## config.mk

```make
export PLATFORM = sky130hd
export DESIGN_NAME = top_rtl_core
export DESIGN_NICKNAME = d
export VERILOG_FILES = /design/src/rtl/top_rtl_core.sv
export SDC_FILE = /design/constraint.sdc
export NUM_CORES = 1
export LEC_CHECK = 0
export ABC_CLOCK_PERIOD_IN_PS = 4300
export CAP_MARGIN = 20
export CORE_MARGIN = 5
export CORE_UTILIZATION = 53
export DETAILED_ROUTE_END_ITERATION = 7
export HOLD_SLACK_MARGIN = 0.08
export PLACE_DENSITY_LB_ADDON = 0.05
export SLEW_MARGIN = 15
export SYNTH_ARGS = -nofsm -noshare
export SYNTH_HDL_FRONTEND = slang
export SYNTH_SLANG_ARGS = --single-unit
```

## constraint.sdc

```tcl
create_clock -name i_clk -period 4.3 [get_ports i_clk]
set_input_delay 0.645 -clock i_clk [delete_from_list [all_inputs] [get_ports i_clk]]
set_output_delay 0.645 -clock i_clk [all_outputs]
set_load 0.01 [all_outputs]
```

## src/rtl/top_rtl_core.sv

```systemverilog
// Self-checking traffic block: an LFSR producer fills a show-ahead FIFO, and a
// consumer drains it under a fixed 3-of-4 backpressure pattern against a reference LFSR.
`timescale 1ns/1ps
module top_rtl_core #(
    parameter int unsigned          DATA_W        = 32,
    parameter int unsigned          FIFO_DEPTH    = 8,
    parameter logic [DATA_W-1:0]    SEED          = 32'h0000_0001,
    parameter int unsigned          INJECT_ERR_AT = 0
) (
    input  logic                          i_clk,
    input  logic                          reset_n,
    output logic [31:0]                   o_xfer_cnt,
    output logic [15:0]                   o_err_cnt,
    output logic [$clog2(FIFO_DEPTH):0]   o_fifo_level,
    output logic                          o_pass
);

    localparam int unsigned AW = $clog2(FIFO_DEPTH);
    localparam int unsigned LW = AW + 1;

    function automatic logic [DATA_W-1:0] lfsr_step(input logic [DATA_W-1:0] d);
        return {d[DATA_W-2:0], d[31] ^ d[21] ^ d[1] ^ d[0]};
    endfunction

    logic [15:0]       cyc_q,      cyc_d;
    logic [AW-1:0]     wr_ptr_q,   wr_ptr_d;
    logic [AW-1:0]     rd_ptr_q,   rd_ptr_d;
    logic [LW-1:0]     level_q,    level_d;
    logic [DATA_W-1:0] prod_q,     prod_d;
    logic [DATA_W-1:0] ref_q,      ref_d;
    logic [31:0]       push_cnt_q, push_cnt_d;
    logic [31:0]       xfer_q,     xfer_d;
    logic [15:0]       err_q,      err_d;

    logic [DATA_W-1:0] mem_q [FIFO_DEPTH];

    logic              full;
    logic              empty;
    logic              push;
    logic              pop;
    logic [DATA_W-1:0] wdata;
    logic [DATA_W-1:0] head;

    always_comb begin
        full  = (level_q == LW'(FIFO_DEPTH));
        empty = (level_q == '0);
        push  = !full;
        pop   = !empty && (cyc_q[1:0] != 2'b11);
        head  = mem_q[rd_ptr_q];

        // push_cnt_q counts completed pushes, so this push has index push_cnt_q+1
        wdata = prod_q;
        if ((INJECT_ERR_AT != 0) && ((push_cnt_q + 32'd1) == INJECT_ERR_AT)) begin
            wdata[0] = ~prod_q[0];
        end
    end

    always_comb begin
        cyc_d      = cyc_q + 16'd1;
        wr_ptr_d   = wr_ptr_q;
        rd_ptr_d   = rd_ptr_q;
        level_d    = level_q;
        prod_d     = prod_q;
        ref_d      = ref_q;
        push_cnt_d = push_cnt_q;
        xfer_d     = xfer_q;
        err_d      = err_q;

        if (push) begin
            wr_ptr_d   = wr_ptr_q + AW'(1);
            prod_d     = lfsr_step(prod_q);
            push_cnt_d = push_cnt_q + 32'd1;
        end

        if (pop) begin
            rd_ptr_d = rd_ptr_q + AW'(1);
            ref_d    = lfsr_step(ref_q);
            xfer_d   = xfer_q + 32'd1;
            if ((head != ref_q) && (err_q != '1)) begin
                err_d = err_q + 16'd1;
            end
        end

        case ({push, pop})
            2'b10:   level_d = level_q + LW'(1);
            2'b01:   level_d = level_q - LW'(1);
            default: level_d = level_q;
        endcase
    end

    always_ff @(posedge i_clk or negedge reset_n) begin
        if (!reset_n) begin
            cyc_q      <= '0;
            wr_ptr_q   <= '0;
            rd_ptr_q   <= '0;
            level_q    <= '0;
            prod_q     <= SEED;
            ref_q      <= SEED;
            push_cnt_q <= '0;
            xfer_q     <= '0;
            err_q      <= '0;
        end else begin
            cyc_q      <= cyc_d;
            wr_ptr_q   <= wr_ptr_d;
            rd_ptr_q   <= rd_ptr_d;
            level_q    <= level_d;
            prod_q     <= prod_d;
            ref_q      <= ref_d;
            push_cnt_q <= push_cnt_d;
            xfer_q     <= xfer_d;
            err_q      <= err_d;
        end
    end

    // Storage needs no reset: a cleared level makes stale entries unreachable.
    always_ff @(posedge i_clk) begin
        if (push) begin
            mem_q[wr_ptr_q] <= wdata;
        end
    end

    assign o_xfer_cnt   = xfer_q;
    assign o_err_cnt    = err_q;
    assign o_fifo_level = level_q;
    assign o_pass       = (err_q == '0) && (xfer_q != '0);

endmodule

```

==> results of run 1 <==
==> worst max-delay path by stage <==
stage / start / endpoint / slack [ps] / cells after the start
final: rd_ptr_q[0] / o_err_cnt[7] / 890 / 9
after global placement: rd_ptr_q[1] / o_err_cnt[7] / 830 / 9
after floorplan: o_fifo_level[0] / mem_q[3][0] / 470 / 4
after global routing: rd_ptr_q[0] / o_err_cnt[11] / 580 / 9
after CTS: rd_ptr_q[1] / o_err_cnt[7] / 800 / 9
after detailed placement: rd_ptr_q[1] / o_err_cnt[9] / 800 / 9
==> worst reg2reg max path: stages (launching register included) <==
cell and delay (ps):
dfrtp_4 920, buf_4 450, mux4_2 540, mux2i_1 170, xor2_1 160, nand4_1 150, nor4_4 320, a31oi_4 290
nand4_1 200, xnor2_1 130
==> Yosys cell counts (15+ instances only) <==
| cell | count |
|---|---|
| edfxtp_1 | 256 |
| nand2_1 | 132 |
| dfrtp_1 | 122 |
| mux2i_1 | 55 |
| xnor2_1 | 52 |
| mux4_2 | 48 |
| mux2_2 | 33 |
| xor2_1 | 33 |
| nand3_1 | 23 |
| nand4_1 | 22 |
| a22oi_1 | 15 |
| nor2_1 | 15 |
==> through the flow <==
| step | hold WS [ps] | utilization | cell area [um2] | cells | worst slack, ps |
|---|---|---|---|---|---|
| 4_1_cts | 253 | 0.618 | 17600 | 1429 | 795 |
| 2_1_floorplan | 349 | - | 15300 | 926 | 465 |
| 3_5_place_dp | 425 | 0.573 | 16400 | 1354 | 800 |
| 6_report | 203 | 0.618 | 17600 | 1429 | 894 |
| 3_3_place_gp | 419 | 0.573 | 16400 | 1354 | 828 |
| 5_1_grt | 284 | 0.618 | 17600 | 1429 | 578 |
==> metal layers <==
layer | vias up | wire, um | global-route usage
met5 | - | 0 | 0
met4 | 0 | 644 | 0.0503
met3 | 46 | 1400 | 0.0392
met2 | 163 | 15200 | 0.324
met1 | 4115 | 14500 | 0.281
li1 | 3664 | - | -
==> where the power goes <==
part / switching [mW] / internal, mW
clock: 1.37 / 1.92
combinational: 0.0242 / 0.00206
sequential: 0 / 3.87
==> state kept, by name, summed over array words and instances, names as in the netlist <==
signal        count
o_err_cnt        16
o_fifo_level      4
ref_q            32
prod_q           32
wr_ptr_q          3
mem_q           256
o_xfer_cnt       32
cyc_q             2
rd_ptr_q          3
==> cell usage in the layout (no fill, tap or decap), types with 16 or more instances in the layout <==
master and n:
nand3_1 23, dfrtp_1 119, clkbuf_16 41, mux2_2 33
nand2_1 132, nand4_1 22, edfxtp_1 256, mux4_2 48
xor2_1 33, mux2i_1 55, clkdlybuf4s50_1 53, clkbuf_1 16
xnor2_1 52, buf_4 20
==> area by class of cell <==
type | count | area [um2]
clock buffer | 65 | 1200
clock inverter | 10 | 71.3
fill | 2171 | 10900
inverter | 9 | 33.8
multi-input combinational | 505 | 4320
sequential | 380 | 10800
tap | 384 | 480
timing repair buffer | 76 | 732
==> kinds of logic (layout without fill, tap and decap cells) <==
family | count (synthesis) | in the layout | synth area share
AOI/OAI and AO/OA | 35 | 35 | 0.0170
xor gates and xnor gates | 85 | 85 | 0.0488
adders and majority gates | 10 | 10 | 0.00820
buffers and inverters | 41 | 160 | 0.0137
DFF | 380 | 380 | 0.708
muxes | 136 | 136 | 0.131
and+or+nand+nor | 239 | 239 | 0.0735
==> results.sh, run 1 <==
export IMPL_period_needed_ps=3410
export IMPL_ios=55
export IMPL_tightestPinTransition_ps=932
export IMPL_synth_area_leaders="edfxtp_1 (50%), dfrtp_1 (20%), mux4_2 (7.1%), mux2i_1 (3.6%), nand2_1 (3.2%)"
export IMPL_first_pass_iters=5
export IMPL_synthesis_area_um2=15300
export IMPL_num_vias=7988
export IMPL_rsz0062_at_grt="no"
export IMPL_cts_made_buffers=41
export IMPL_start_kind="flip-flop"
export IMPL_hpwl_um=18400
export IMPL_syn_area_per_cell_um2=16.5
export IMPL_r2r_setup_slack_ps=890
export IMPL_finalClockSkew_ps=19.0
export IMPL_relSlewSlack=0.379
export IMPL_die_width_um=180
export IMPL_max_cap_viol_count=0
export IMPL_cts_sinks=380
export IMPL_path_class="flip-flop to flip-flop"
export IMPL_postRouteAntennaNets=0
export IMPL_track_usage=0.199
export IMPL_peakVddDrop_mv=0.324
export IMPL_outcome="completed"
export IMPL_syn_to_final_growth_pct=15.6
export IMPL_antenna_cells=0
export IMPL_timing_critical_path_buf_inv=1
export IMPL_drt_total_wl_um=31700
export IMPL_power_density_nw_per_um2=407
export IMPL_crit_chain="buf_4 -> mux4_2 -> mux2i_1 -> xor2_1 -> nand4_1 -> nor4_4 -> a31oi_4 -> nand4_1 -> xnor2_1"
export IMPL_synth_top_cell_by_area="edfxtp_1"
export IMPL_worst_r2r_startpoint="rd_ptr_q[0]"
export IMPL_crit_path_end_kind="flip-flop"
export IMPL_viasPerCell=5.59
export IMPL_grt_pass1_wl_um=50100
export IMPL_nNetsFinal=1025
export IMPL_ys_seq_area_frac=0.708
export IMPL_htreeDepth=2
export IMPL_drc=0
export IMPL_drive_gt1_frac=0.171
export IMPL_netlist_area_leader_share=0.504
export IMPL_finalPower_mw=7.19
export IMPL_ctsHoldBuffers=0
export IMPL_max_freq_ghz=0.294
export IMPL_cpPeakStageDelay_ps=920
export IMPL_r2r_cells=9
export IMPL_critical_path_required_ps=4750
export IMPL_yosysWarnings=0
export IMPL_grt_ovfl_total=0
export IMPL_clk_latency_ps=540
export IMPL_hold_viol=0
export IMPL_coreArea_um2=28500
export IMPL_post_cts_setup_buffers=0
export IMPL_p_leak_nw=6.04
export IMPL_crit_family="flip-flops"
export IMPL_synthCells=926
export IMPL_syn_nets=938
export IMPL_crit_top_cell="nand4_1"
export IMPL_grt_pass1_vias=8420
export IMPL_fin_crit_sh=0.792
export IMPL_final_max_slew_viol_count=0
export IMPL_cp_arrival_ps=3860
export IMPL_tritoncts="done"
export IMPL_grt_max_degree=92
export IMPL_cts_reportedPaths_clkPinSlew_ps=60
export IMPL_cp_slowest_cell="dfrtp_4"
export IMPL_synth_distinct_cells=40
export IMPL_io_buffers=54
export IMPL_cts_root_buffer="clkbuf_16"
export IMPL_initial_utilization=0.534
export IMPL_cts_resized=0
export IMPL_ys_flop_type="edfxtp_1"
export IMPL_gp_congestion=0.779
export IMPL_synth_edff_count=256
export IMPL_tns_ps=0
export IMPL_rr_endpoint="o_err_cnt[7]"
export IMPL_wl_per_cell_um=22.2
export IMPL_setup_viol=0
export IMPL_clockBufferDepth=3
export IMPL_num_rows=62
export IMPL_drt_iter0_markers=583
export IMPL_antenna_found_initial=0
export IMPL_path_max_fanout=37
export IMPL_fp_dieH_um=180
export IMPL_dieArea_um2=32300
export IMPL_hold_class="input pin to asynchronous set/reset pin"
export IMPL_synthArstFlopShare=0.326
export IMPL_ys_seq_elements=380
Note: power is estimated with default switching activity, not from simulation.
==> inputs of run 2 (changes only) <==
Settings changed: ABC_CLOCK_PERIOD_IN_PS 4300 to 2800.
Clock period 4.3 ns to 2.8 ns, I/O delays scaled along.
==> run 2 against run 1 <==
Effect of this change: sequential share of layout area fell by 2.1 points; die area unchanged; first-iteration DRC count is 16% lower; sequential power grew 53%; setup slack got worse by 890 ps; highest routed layer unchanged; critical path depth up 1; sequential cell count unchanged; design area rose by 3.6%; wire length fell by 0.45%; power rose by 54%; fmax grew 22%.
==> results.sh, run 2 (synthesized netlist as in run 1, its figures left out) <==
export IMPL_outcome="completed"
export IMPL_critical_path_required_ps=3250
export IMPL_tightestPinTransition_ps=1080
export IMPL_peakVddDrop_mv=0.457
export IMPL_track_usage=0.197
export IMPL_setup_viol=0
export IMPL_pwr_share_seq=0.537
export IMPL_fin_area_um2=18300
export IMPL_multiInputGateArea_um2=4470
export IMPL_fp_dieH_um=180
export IMPL_swShare=0.193
export IMPL_antenna_found_initial=0
export IMPL_clkPwrFrac=0.458
export IMPL_cts_reportedPaths_clkPinSlew_ps=60
export IMPL_layout_setup_ws_ps=7.57
export IMPL_final_cell_mix="edfxtp_1 (256), nand2_1 (132), dfrtp_1 (119), xnor2_1 (52), clkdlybuf4s50_1 (52)"
export IMPL_fin_util=0.640
export IMPL_fin_crit_sh=0.997
export IMPL_cts_made_buffers=40
export IMPL_drt_total_wl_um=31600
export IMPL_start_kind="flip-flop"
export IMPL_crit_family="multiplexers"
export IMPL_max_cap_viol_count=0
export IMPL_antenna_cells=0
export IMPL_cts_root_buffer="clkbuf_16"
export IMPL_period_needed_ps=2790
export IMPL_drc=0
export IMPL_hold_viol=0
export IMPL_hold_class="flip-flop to flip-flop"
export IMPL_path_max_fanout=16
export IMPL_post_place_ws_ps=-209
export IMPL_dpl_cell_area_um2=16700
export IMPL_cp_slowest_cell="mux4_2"
export IMPL_tritoncts="done"
export IMPL_final_max_slew_viol_count=0
export IMPL_rsz0062_at_grt="yes"
export IMPL_wl_met3_um=1490
export IMPL_fill_cells=2118
export IMPL_nNetsFinal=1071
export IMPL_htreeDepth=2
export IMPL_relSlewSlack=0.276
export IMPL_crit_top_cell="nand4_1"
export IMPL_clockBufferDepth=3
export IMPL_largest_reg_flops=256
export IMPL_comb_power_share=0.004
export IMPL_final_common_cell="edfxtp_1"
export IMPL_gp_congestion=0.772
export IMPL_hold_ws_ps=427
export IMPL_cp_arrival_ps=3240
export IMPL_crit_chain="buf_12 -> mux4_2 -> mux2i_1 -> xor2_1 -> nand4_1 -> nor4_4 -> buf_6 -> a31oi_4 -> nand4_1 -> xnor2_1"
export IMPL_drive_gt1_frac=0.227
export IMPL_viasPerCell=5.57
export IMPL_ios=55
export IMPL_initial_utilization=0.534
export IMPL_max_freq_ghz=0.358
export IMPL_coreArea_um2=28500
export IMPL_postRouteAntennaNets=0
export IMPL_crit_path_end_kind="flip-flop"
export IMPL_timing_critical_path_buf_inv=2
export IMPL_grt_max_degree=73
export IMPL_p_int_mw=8.93
export IMPL_finalPower_mw=11.1
export IMPL_regArea_um2=10800
export IMPL_wl_met1_um=14200
export IMPL_num_rows=62
export IMPL_io_buffers=54
export IMPL_syn_to_final_growth_pct=19.8
export IMPL_drt_iter0_markers=492
export IMPL_grt_pass1_vias=8456
export IMPL_hold_depth=1
export IMPL_regMostFlops="mem_q"
export IMPL_wl_met2_um=15400
export IMPL_finalClockSkew_ps=19.3
export IMPL_hpwl_um=19600
export IMPL_path_class="flip-flop to flip-flop"
export IMPL_rr_endpoint="o_err_cnt[12]"
export IMPL_switching_power_mw=2.13
export IMPL_grt_ovfl_total=0
export IMPL_cts_sinks=380
export IMPL_grt_pass1_wl_um=49900
export IMPL_die_width_um=180
export IMPL_power_density_nw_per_um2=605
export IMPL_r2r_cells=10
export IMPL_clk_latency_ps=530
export IMPL_cpPeakStageDelay_ps=500
export IMPL_num_vias=8210
export IMPL_r2r_setup_slack_ps=8
export IMPL_wl_per_cell_um=21.5
export IMPL_dieArea_um2=32300
export IMPL_first_pass_iters=5
export IMPL_p_leak_nw=6.32
export IMPL_hp_start="cyc_q[0]"
export IMPL_hold_end="cyc_q[0]"
export IMPL_highest_layer="met4"
export IMPL_worst_r2r_startpoint="rd_ptr_q[1]"
[run 2: cell types whose count changed in the layout (fill, tap and decap cells not counted), sizes merged, moves of 2 or more]
cell and delta:
a31oi +2, buf +44, bufinv +2, clkbuf -14, clkinv +6, clkinvlp +4
[run 2: layout make-up]
class | instances | share of cell area
clock buffers | 51 | 0.0604
repair buffers | 121 | 0.0667
well taps | 384 | 0.0263
flip-flops and latches | 380 | 0.591
multi-input cells | 507 | 0.245
inverters | 9 | 0.00185
clock inverters | 21 | 0.00910
[run 2: what timing repair did]
action,in CTS,in global routing
buffers inserted,1,5
pin swaps,5,15
cloned,2,0
endpoints found under the setup margin,17,18
gates resized for setup,23,13
hold buffers,1,0
hold endpoints to repair,68,0
[run 2: per-stage QoR]
step,cells,setup TNS [ps]
2_1_floorplan,926,-167910
3_3_place_gp,1392,-2360
3_5_place_dp,1392,-2870
4_1_cts,1468,-11.7
5_1_grt,1473,-1360
6_report,1473,0
[run 2: power by group through the flow]
| stage | clock network [mW] | registers (mW) | logic [mW] |
|---|---|---|---|
| after CTS | 5.18 | 5.94 | 0.0495 |
| after floorplan | 0 | 6.06 | 0.00000176 |
| final | 5.07 | 5.94 | 0.0460 |
| after detailed placement | 0 | 6.06 | 0.0483 |
| after global routing | 5.43 | 5.94 | 0.0549 |
| after global placement | 0 | 6.06 | 0.0486 |
[run 2: worst max-delay path by stage]
stage / end / cells past startpoint / start / slack, ps
2_1_floorplan: mem_q[3][0] / 4 / o_fifo_level[0] / -1030
3_3_place_gp: o_err_cnt[7] / 10 / rd_ptr_q[0] / -180
3_5_place_dp: o_err_cnt[10] / 11 / rd_ptr_q[1] / -210
4_1_cts: o_err_cnt[12] / 10 / rd_ptr_q[0] / -10
5_1_grt: o_err_cnt[15] / 10 / rd_ptr_q[0] / -130
6_report: o_err_cnt[12] / 10 / rd_ptr_q[1] / 8
[run 2: metal layers]
| layer | vias to the layer above | global-route usage |
|---|---|---|
| met3 | 48 | 0.0380 |
| met1 | 4215 | 0.279 |
| li1 | 3761 | - |
| met5 | - | 0 |
| met2 | 186 | 0.325 |
| met4 | 0 | 0.0415 |
==> inputs of run 3 (changes only) <==
Settings changed: SKIP_LAST_GASP set to 1.
==> run 3 against run 2 <==
Effect of this change: sequential cell count unchanged; cell count did not move; fmax barely moved; non-clock buffer count is the same; via count is essentially flat; clock power about the same; power about the same; design area unchanged; sequential power barely moved.
==> results.sh, run 3 (synthesized netlist as in run 1, its figures left out) <==
export IMPL_outcome="completed"
export IMPL_largest_reg_flops=256
export IMPL_drt_iter0_markers=494
export IMPL_cts_reportedPaths_clkPinSlew_ps=60
export IMPL_max_freq_ghz=0.358
export IMPL_tightestPinTransition_ps=1080
export IMPL_relSlewSlack=0.275
export IMPL_drive_gt1_frac=0.227
export IMPL_die_width_um=180
export IMPL_start_kind="flip-flop"
export IMPL_grt_pass1_vias=8457
export IMPL_tritoncts="done"
export IMPL_cp_slowest_cell="mux4_2"
export IMPL_pwr_share_seq=0.538
export IMPL_cts_root_buffer="clkbuf_16"
export IMPL_fin_area_um2=18300
export IMPL_clockBufferDepth=3
export IMPL_drc=0
export IMPL_swShare=0.192
export IMPL_cts_made_buffers=40
export IMPL_critical_path_required_ps=3240
export IMPL_cp_endpoint="o_err_cnt[12]"
export IMPL_finalClockSkew_ps=18.2
export IMPL_cpPeakStageDelay_ps=500
export IMPL_comb_power_share=0.004
export IMPL_r2r_cells=10
export IMPL_syn_to_final_growth_pct=19.8
export IMPL_timing_critical_path_buf_inv=2
export IMPL_num_rows=62
export IMPL_worst_r2r_startpoint="rd_ptr_q[1]"
export IMPL_tns_ps=0
export IMPL_final_common_cell="edfxtp_1"
export IMPL_period_needed_ps=2790
export IMPL_cp_arrival_ps=3240
export IMPL_grt_ovfl_total=0
export IMPL_final_cell_mix="edfxtp_1 (256), nand2_1 (132), dfrtp_1 (119), xnor2_1 (52), clkdlybuf4s50_1 (52)"
export IMPL_p_leak_nw=6.32
export IMPL_hpwl_um=19600
export IMPL_crit_family="multiplexers"
export IMPL_first_pass_iters=5
export IMPL_gp_congestion=0.772
export IMPL_r2r_setup_slack_ps=8
export IMPL_hold_class="flip-flop to flip-flop"
export IMPL_dpl_cell_area_um2=16700
export IMPL_peakVddDrop_mv=0.457
export IMPL_grt_max_degree=73
export IMPL_drt_total_wl_um=31600
export IMPL_finalPower_mw=11.1
export IMPL_htreeDepth=2
export IMPL_hold_viol=0
export IMPL_cts_sinks=380
export IMPL_regMostFlops="mem_q"
export IMPL_grt_pass1_wl_um=49900
export IMPL_antenna_cells=0
export IMPL_track_usage=0.197
export IMPL_post_place_ws_ps=-209
export IMPL_rsz0062_at_grt="yes"
export IMPL_path_class="flip-flop to flip-flop"
export IMPL_nNetsFinal=1071
export IMPL_io_buffers=54
export IMPL_clk_latency_ps=530
export IMPL_antenna_found_initial=0
export IMPL_hold_depth=1
export IMPL_final_max_slew_viol_count=0
export IMPL_switching_power_mw=2.13
export IMPL_critPathLaunch="rd_ptr_q[1]"
export IMPL_max_cap_viol_count=0
export IMPL_clkPwrFrac=0.458
export IMPL_cp_num_cells=10
export IMPL_crit_chain="buf_12 -> mux4_2 -> mux2i_1 -> xor2_1 -> nand4_1 -> nor4_4 -> buf_6 -> a31oi_4 -> nand4_1 -> xnor2_1"
export IMPL_fin_crit_sh=0.997
export IMPL_power_density_nw_per_um2=605
export IMPL_postRouteAntennaNets=0
export IMPL_fp_dieH_um=180
export IMPL_crit_top_cell="nand4_1"
export IMPL_p_int_mw=8.93
export IMPL_dieArea_um2=32300
export IMPL_setup_viol=0
export IMPL_coreArea_um2=28500
export IMPL_rr_endpoint="o_err_cnt[12]"
export IMPL_num_vias=8216
export IMPL_path_max_fanout=16
export IMPL_layout_setup_ws_ps=7.82
export IMPL_wl_per_cell_um=21.4
export IMPL_crit_path_end_kind="flip-flop"
export IMPL_ios=55
export IMPL_initial_utilization=0.534
export IMPL_viasPerCell=5.58
-- run 3: cell counts in the layout (fill, tap and decap cells not counted) --
No cell type changed its count.
-- run 3: how the worst min path moves through the flow --
stage                     startpoint        to
after floorplan              reset_n  cyc_q[0]
after global placement      cyc_q[0]  cyc_q[0]
after detailed placement    cyc_q[0]  cyc_q[0]
after CTS                   cyc_q[0]  cyc_q[0]
after global routing        cyc_q[0]  cyc_q[0]
final                       cyc_q[0]  cyc_q[0]
-- run 3: through the flow --
stage,instances,hold slack [ps],util
after global routing,1473,467,0.640
after global placement,1392,414,0.586
after detailed placement,1392,416,0.586
after floorplan,926,124,-
after CTS,1468,424,0.636
final,1473,426,0.640
-- run 3: cell type report --
type | instances | area, um2
multi-input combinational | 507 | 4470
sequential | 380 | 10800
inverter | 9 | 33.8
clock inverter | 21 | 166
timing repair buffer | 121 | 1220
tap | 384 | 480
fill | 2118 | 10300
clock buffer | 51 | 1100
-- run 3: power groups by stage --
stage	logic [mW]	clock network [mW]	registers, mW
2_1_floorplan	0.00000176	0	6.06
3_3_place_gp	0.0486	0	6.06
3_5_place_dp	0.0483	0	6.06
4_1_cts	0.0495	5.18	5.94
5_1_grt	0.0549	5.43	5.94
6_report	0.0461	5.06	5.94
-- run 3: worst register-to-register path: stages (launching register included) --
cell	delay (ps)
dfrtp_4	440
buf_12	170
mux4_2	510
mux2i_1	230
xor2_1	190
nand4_1	200
nor4_4	330
buf_6	180
a31oi_4	140
nand4_1	190
xnor2_1	130
-- run 3: per-layer routing --
metal,GRT usage,vias to the layer above,part of all wire
met5,0,-,0
met4,0.0415,0,0.016
met3,0.0380,46,0.049
met2,0.325,196,0.49
met1,0.279,4217,0.45
li1,-,3757,-
-- run 3: what timing repair did --
item	4_1_cts	5_1_grt
hold buffers	1	0
gates cloned	2	0
pin swaps	5	15
endpoints found under the setup margin	17	18
setup buffers	1	5
resized for setup	23	13
endpoints found under the hold margin	68	0
